$ cat src/rtl/bus_sequencer.sv
// Shared-bus slot sequencer: alternates fixed CPU and MCU slots on the 17-bit
// memory/IO bus, latches each slot's address and direction, and turns the
// decoder's select/attribute flags into RAM, IO, phi2, VRAM-shadow and ack strobes.
module bus_sequencer #(
    parameter int unsigned STROBE_CLKS = 2  // clocks per STROBE state, 1..15
) (
    input  logic        clk_i,
    input  logic        reset_i,
    input  logic [15:0] cpu_addr_i,
    input  logic        cpu_we_i,
    input  logic        mcu_req_i,
    input  logic [16:0] mcu_addr_i,
    input  logic        mcu_we_i,
    input  logic        ram_en_i,
    input  logic        is_readonly_i,
    input  logic        is_mirrored_i,
    input  logic        io_en_i,
    output logic [16:0] addr_o,
    output logic        cpu_sel_o,
    output logic        cpu_phi2_o,
    output logic        ram_oe_o,
    output logic        ram_we_o,
    output logic        io_strobe_o,
    output logic        vram_wr_o,
    output logic        mcu_ack_o
);

    localparam logic [2:0] StCpuAddr   = 3'd0;
    localparam logic [2:0] StCpuStrobe = 3'd1;
    localparam logic [2:0] StCpuHold   = 3'd2;
    localparam logic [2:0] StMcuAddr   = 3'd3;
    localparam logic [2:0] StMcuStrobe = 3'd4;
    localparam logic [2:0] StMcuHold   = 3'd5;

    localparam logic [3:0] CntLast = 4'(STROBE_CLKS - 1);

    logic [2:0]  state_q, state_d;
    logic [3:0]  cnt_q, cnt_d;
    logic [16:0] addr_q, addr_d;
    logic        we_q, we_d;
    logic        active_q, active_d;       // MCU slot carries a request
    logic        vram_seen_q, vram_seen_d; // mirrored write seen in this strobe phase

    logic cpu_slot;
    logic strobe_active;

    // Next-state: fixed free-running slot sequence plus per-slot address latching
    always_comb begin
        state_d     = state_q;
        cnt_d       = 4'd0;
        addr_d      = addr_q;
        we_d        = we_q;
        active_d    = active_q;
        vram_seen_d = 1'b0;
        unique case (state_q)
            StCpuAddr: state_d = StCpuStrobe;
            StCpuStrobe: begin
                vram_seen_d = vram_seen_q | (ram_we_o & is_mirrored_i);
                if (cnt_q == CntLast) begin
                    state_d = StCpuHold;
                end else begin
                    cnt_d = cnt_q + 4'd1;
                end
            end
            StCpuHold: begin
                // Entering MCU_ADDR: sample the request; an idle slot keeps addr_o
                state_d  = StMcuAddr;
                active_d = mcu_req_i;
                if (mcu_req_i) begin
                    addr_d = mcu_addr_i;
                    we_d   = mcu_we_i;
                end
            end
            StMcuAddr: state_d = StMcuStrobe;
            StMcuStrobe: begin
                vram_seen_d = vram_seen_q | (ram_we_o & is_mirrored_i);
                if (cnt_q == CntLast) begin
                    state_d = StMcuHold;
                end else begin
                    cnt_d = cnt_q + 4'd1;
                end
            end
            StMcuHold: begin
                state_d = StCpuAddr;
                addr_d  = {1'b0, cpu_addr_i};
                we_d    = cpu_we_i;
            end
            default: state_d = StCpuAddr;
        endcase
        // The flag must survive into HOLD where the pulse is issued
        if (state_q == StCpuHold || state_q == StMcuHold) begin
            vram_seen_d = 1'b0;
        end
    end

    // Sequencer state registers with asynchronous reset
    always_ff @(posedge clk_i or posedge reset_i) begin
        if (reset_i) begin
            state_q     <= StCpuAddr;
            cnt_q       <= 4'd0;
            addr_q      <= 17'd0;
            we_q        <= 1'b0;
            active_q    <= 1'b0;
            vram_seen_q <= 1'b0;
        end else begin
            state_q     <= state_d;
            cnt_q       <= cnt_d;
            addr_q      <= addr_d;
            we_q        <= we_d;
            active_q    <= active_d;
            vram_seen_q <= vram_seen_d;
        end
    end

    // Outputs decoded from registered state, latched direction and decoder flags
    always_comb begin
        cpu_slot      = (state_q == StCpuAddr) || (state_q == StCpuStrobe) ||
                        (state_q == StCpuHold);
        strobe_active = (state_q == StCpuStrobe) || ((state_q == StMcuStrobe) && active_q);
        addr_o        = addr_q;
        cpu_sel_o     = cpu_slot;
        cpu_phi2_o    = (state_q == StCpuStrobe) || (state_q == StCpuHold);
        ram_oe_o      = strobe_active & ram_en_i & ~we_q;
        // CPU writes to ROM are dropped; the MCU may write ROM to load it
        ram_we_o      = strobe_active & ram_en_i & we_q & ~(is_readonly_i & cpu_slot);
        io_strobe_o   = strobe_active & io_en_i & cpu_slot;
        vram_wr_o     = vram_seen_q &
                        ((state_q == StCpuHold) || ((state_q == StMcuHold) && active_q));
        mcu_ack_o     = (state_q == StMcuHold) && active_q;
    end

endmodule

$ cat config.mk
export PLATFORM = sky130hd
export DESIGN_NAME = bus_sequencer
export DESIGN_NICKNAME = d
export VERILOG_FILES = /design/src/rtl/bus_sequencer.sv
export SDC_FILE = /design/constraint.sdc
export NUM_CORES = 1
export LEC_CHECK = 0
export ABC_AREA = 1
export ABC_CLOCK_PERIOD_IN_PS = 2500
export CAP_MARGIN = 15
export CORE_MARGIN = 8
export CORE_UTILIZATION = 42
export CTS_BUF_LIST = sky130_fd_sc_hd__clkbuf_8
export CTS_CLUSTER_SIZE = 20
export DETAILED_ROUTE_END_ITERATION = 8
export DONT_BUFFER_PORTS = 1
export PLACE_DENSITY = 0.61
export SYNTH_ARGS = -nofsm -noshare
export SYNTH_HDL_FRONTEND = slang
export SYNTH_SLANG_ARGS = --single-unit
export TNS_END_PERCENT = 30
$ cat constraint.sdc
create_clock -name clk_i -period 2.5 [get_ports clk_i]
set_input_delay 0.5 -clock clk_i [delete_from_list [all_inputs] [get_ports clk_i]]
set_output_delay 0.5 -clock clk_i [all_outputs]
set_load 0.005 [all_outputs]
; After elaboration in Yosys (flattened, before gate mapping)
; Index checks and enable logic that the tools add are counted.
[word_totals]
ram_bits = 0
mem_count = 0
word_cells = 52
latch_bits = 0
in_bits = 42
reg_bits = 27
mem_bits_ro = 0
out_inout_bits = 24
[classes]
mux = 11
div = 0
bitwise_logic = 12
n_shift = 0
order_cmp = 0
n_eq_ne = 9
add_sub_neg = 1
reduce_logical = 13
multipliers = 0
[ops]
columns = cell, n
row1 = $pmux 17 s2, 1
row2 = $mux 17, 1
row3 = $pmux 3 s5, 1
row4 = $and 1x1->1, 9
row5 = $mux 4, 2
row6 = $eq 3x2->1 const B, 2
row7 = $eq 3x3->1 const B, 2
row8 = $logic_or 1x1->1, 6
row9 = $mux 3, 2
row10 = $ne 2x2->1 const B, 3
row11 = $add 4x1->4 const B, 1
row12 = $eq 4x1->1 const B, 1
row13 = $reduce_and 2->1, 2
row14 = $eq 3x1->1 const B, 1
row15 = $logic_not 3->1, 1
row16 = $mux 1, 3
row17 = $logic_and 1x1->1, 2
row18 = $not 1->1, 2
row19 = $pmux 1 s2, 1
row20 = $reduce_bool 2->1, 1
row21 = $reduce_or 2->1, 1
row22 = $or 1x1->1, 1

; Longest topological paths before layout
[depth]
ltp_word = 10
ltp_mapped = 7

; Worst setup path before layout
; Ideal clock, no wire load.
[synth_path]
path_type = flip-flop to output port
from = reg state_q[0]
to = out ram_oe_o
stages_incl_launch_ff = 6
arrival_time_ps = 1029
n_path_buf = 0
t_required_ps = 2000
path_slack_ps = 971
cell_sequence = dfrtp_1 -> nor2_1 -> nand3_1 -> nand2_1 -> nand2_1 -> nor2_1
[synth_between]
elab_chain_len = 5
word_cells_on_any_way = 6
classes_between = eq/ne (2) / bitwise (2) / reduce/logical (2)
[synth_rtl]
columns = element, line
row1 = from (decl), 37  ; logic [2:0] state_q, state_d;
row2 = from (signal assigned), 99  ; state_q <= StCpuAddr;
row3 = from (signal assigned), 106  ; state_q <= state_d;
row4 = $eq 3x3->1, 119  ; strobe_active = (state_q == StCpuStrobe) || ((state_q == StMcuStrobe) && active_q);
row5 = $logic_and 1x1->1, 119
row6 = $logic_or 1x1->1 *, 119
row7 = $and 1x1->1 * (2 in a row), 123  ; ram_oe_o = strobe_active & ram_en_i & ~we_q;
row8 = to (decl), 21  ; output logic ram_oe_o,
; Every way passes the cells marked *; elsewhere a longest branch is shown, timed or not.

; Worst setup path in the final report
[layout_path]
from = reg state_q[0]
to = out ram_we_o
[layout_between]
elab_chain_len = 6
word_cells_on_any_way = 13
classes_between = eq/ne (3) / bitwise (5) / reduce/logical (5)
[layout_rtl]
columns = element, line
row1 = $eq 3x3->1 (tied with other cells), 119
row2 = $logic_and 1x1->1 or $logic_or 1x1->1 (tied branches), "119, 117"
row3 = $logic_or 1x1->1 (on tied branches), "119, 117"
row4 = $and 1x1->1, 125  ; ram_we_o = strobe_active & ram_en_i & we_q & ~(is_readonly_i & cpu_slot);
row5 = $and 1x1->1 or $not 1->1 (tied branches), 125
row6 = $and 1x1->1 *, 125
row7 = to (decl), 22  ; output logic ram_we_o,
; Marks and branches as above.

==> key figures <==
GRT
  • Initial antenna violation count: 0
  • GRT Total Usage: 11.29%
  • Largest net degree at the start of global routing: 35
  • Global-route wire length before repair: 5037 um
  • Vias in the first global route: 1137
  • Grt ovf: 0

CTS
  • TritonCTS buffer count: 3
  • Clock-pin slew on the worst setup and hold paths: 90 ps
  • Clk buf depth: 2
  • Post-CTS setup buffers: 0
  • Root Driver: clkbuf_8
  • Htree depth: 1
  • CTS sink count: 27
  • # resized after CTS: 0
  • CTS tree: yes
  • Cts hold-fix bufs: 0
  • Worst-Skew Late Latency: 260 ps

Critical path
  • Startpoint Class: flip-flop
  • Worst Setup End Kind: output pin
  • WP data arrival: 1430 ps
  • CP max FO: 6
  • Critical Path RT: 2000 ps
  • WS Path Type: flip-flop to output pin

Status
  • Status: finished, final reports clean

Route
  • Routed via count: 1055
  • Drc violations: 0
  • WL/cell: 14.93 um
  • DR pass1 iterations: 4
  • Detailed Route WL: 3105 um
  • Vias per cell: 5.072
  • Antenna Violating Nets Remaining: 0
  • Initial DRC count: 34

STA
  • Final worst clock skew: 6.166 ps
  • RSZ-0062 raised after global routing: no
  • Final setup fails: 0
  • Tmin final: 1928 ps
  • Fmax: 518.7 MHz
  • Crit share post-route: 77.12%
  • Max-slew headroom: 82.11%
  • Max Slew Vio Count: 0
  • TNS Setup: 0 ps
  • Worst-Margin Slew: 267.4 ps
  • Hold Vio Cnt, Final: 0
  • Final worst slack: 572.0 ps

Power
  • PD cells: 498.2 nW/um^2
  • Total power: 0.7530 mW
  • Leak Pwr: 0.6848 nW
  • Worst VDD drop: 0.2105 mV

Synthesis
  • Synth Net Count: 204
  • Register bit total from synthesis: 27
  • Number of flops mapped to enable cells by yosys: 0
  • Post-synth ARST share: 100.0%
  • Sequential cell area fraction in the yosys report: 47.12%
  • Unique masters post-synth: 25
  • Mean post-synth cell area: 8.851 sq um
  • Synth warn: 0
  • Post-Syn Area: 1434 sq um
  • Cells after synthesis: 162
  • Post-synth top flop: dfrtp_1

Floorplanning
  • Die height: 74.43 um
  • Starting density of the core: 43.31%
  • Core area: 3311 sq um
  • Die area: 5540 sq um
  • I/O pin count: 66
  • Row cnt: 21
  • Die Wd: 74.43 um

Place
  • Placer Congestion: 0.7517
  • Detail Placement HPWL: 2448 um
  • PortBufs: 0
  • Pre-CTS setup slack: 851.7 ps

Cells and area
  • Multi-input gate area: 649.4 sq um
  • Ant diodes: 0
  • Fillers: 339
  • Register area: 675.6 sq um
  • Nets@finish: 205
  • Layout cells sized above 1: 22.84%
  • P&R area growth vs syn: 5.410%

Min path
  • HP Class: input port to asynchronous set/reset pin

Job
  • Max cap viols: 0
layout make-up:
type / count / area share [%]
Inverter: 13 / 3.228
Clock buffer: 3 / 2.732
Sequential cell: 27 / 44.70
Clock inverter: 1 / 0.2483
Timing Repair Buffer: 2 / 2.318
Multi-Input combinational cell: 116 / 42.96
Tap cell: 46 / 3.808
cells by family after synthesis:
family	Yosys count	synth area share, %
flip-flops	27	47.12
AO/OA/AOI/OAI	41	18.33
AND/OR/NAND/NOR	74	26.35
buffers and inverters	19	7.591
XOR/XNOR	1	0.6109
path summary, 6_finish.rpt:
kind / slack [ps] / depth (start not counted) / start / to
setup / recovery: 570 / 5 / state_q[0] / ram_we_o
hold / removal: 10 / 1 / reset_i / addr_o[16]
min in group clk_i: 370 / 2 / mcu_addr_i[16] / addr_o[16]
hold reg to reg: 540 / 1 / cnt_q[0] / cnt_q[0]
setup reg to reg: 900 / 6 / state_q[2] / we_q
max in group asynchronous: 2110 / 2 / reset_i / addr_o[0]
registers in the layout, indices dropped and copies added, names as in the netlist:
register     flops
state_q          3
addr_o          17
cnt_q            4
we_q             1
vram_seen_q      1
active_q         1
worst max-delay path, stage by stage, from the launching register on:
cell and delay, ps:
dfrtp_1 470, nor2_1 270, nand3_1 110, nand2_1 110, nand2_1 70, nor2_1 140
placed cells by master, fill, tap and decap left out, drive strengths merged:
cell,count
dfrtp,27
nor3,2
a21oi,19
o21a,1
xor2,1
o21ai,20
nand3,8
nand2,17
nor2,29
inv,14
nand4,1
buf,2
or2,17
clkbuf,3
o211ai,1
metrics by stage:
stage               area (sq um)  cells  util (%)  hold WS (ps)
finish                      1511    208     45.65         14.35
global route                1511    208     45.65         5.724
CTS                         1484    207     44.82         360.5
detailed placement          1439    203     43.46         526.1
global placement            1439    203     43.46         505.1
floorplan                   1434    162         -         477.6
report_power, final:
part           switching [mW]  internal (mW)
clock                   0.123          0.110
sequential             0.0131          0.451
combinational          0.0286         0.0273
routing by layer:
layer  up-vias  track usage (%)  wire length [um]
met4         0            2.826                19
met1       495            11.82              1210
met2        29            20.81              1628
li1        529                -                 -
met3         2            3.908               247
met5         -                0                 0
synthesized netlist by cell type, types with 2 or more instances:
cell type,number,area [sq um]
o21ai_1,2,10.01
a21oi_1,6,30.03
buf_6,5,56.30
nor2_2,3,18.77
or2_2,9,56.30
nand2_1,15,56.30
o21ai_0,17,85.08
inv_2,2,7.510
inv_1,11,41.29
or2_1,8,50.05
nand3_1,7,35.03
dfrtp_1,27,675.7
nor2_1,26,97.59
a21oi_2,13,113.9
(Power assumes the default switching activity.)
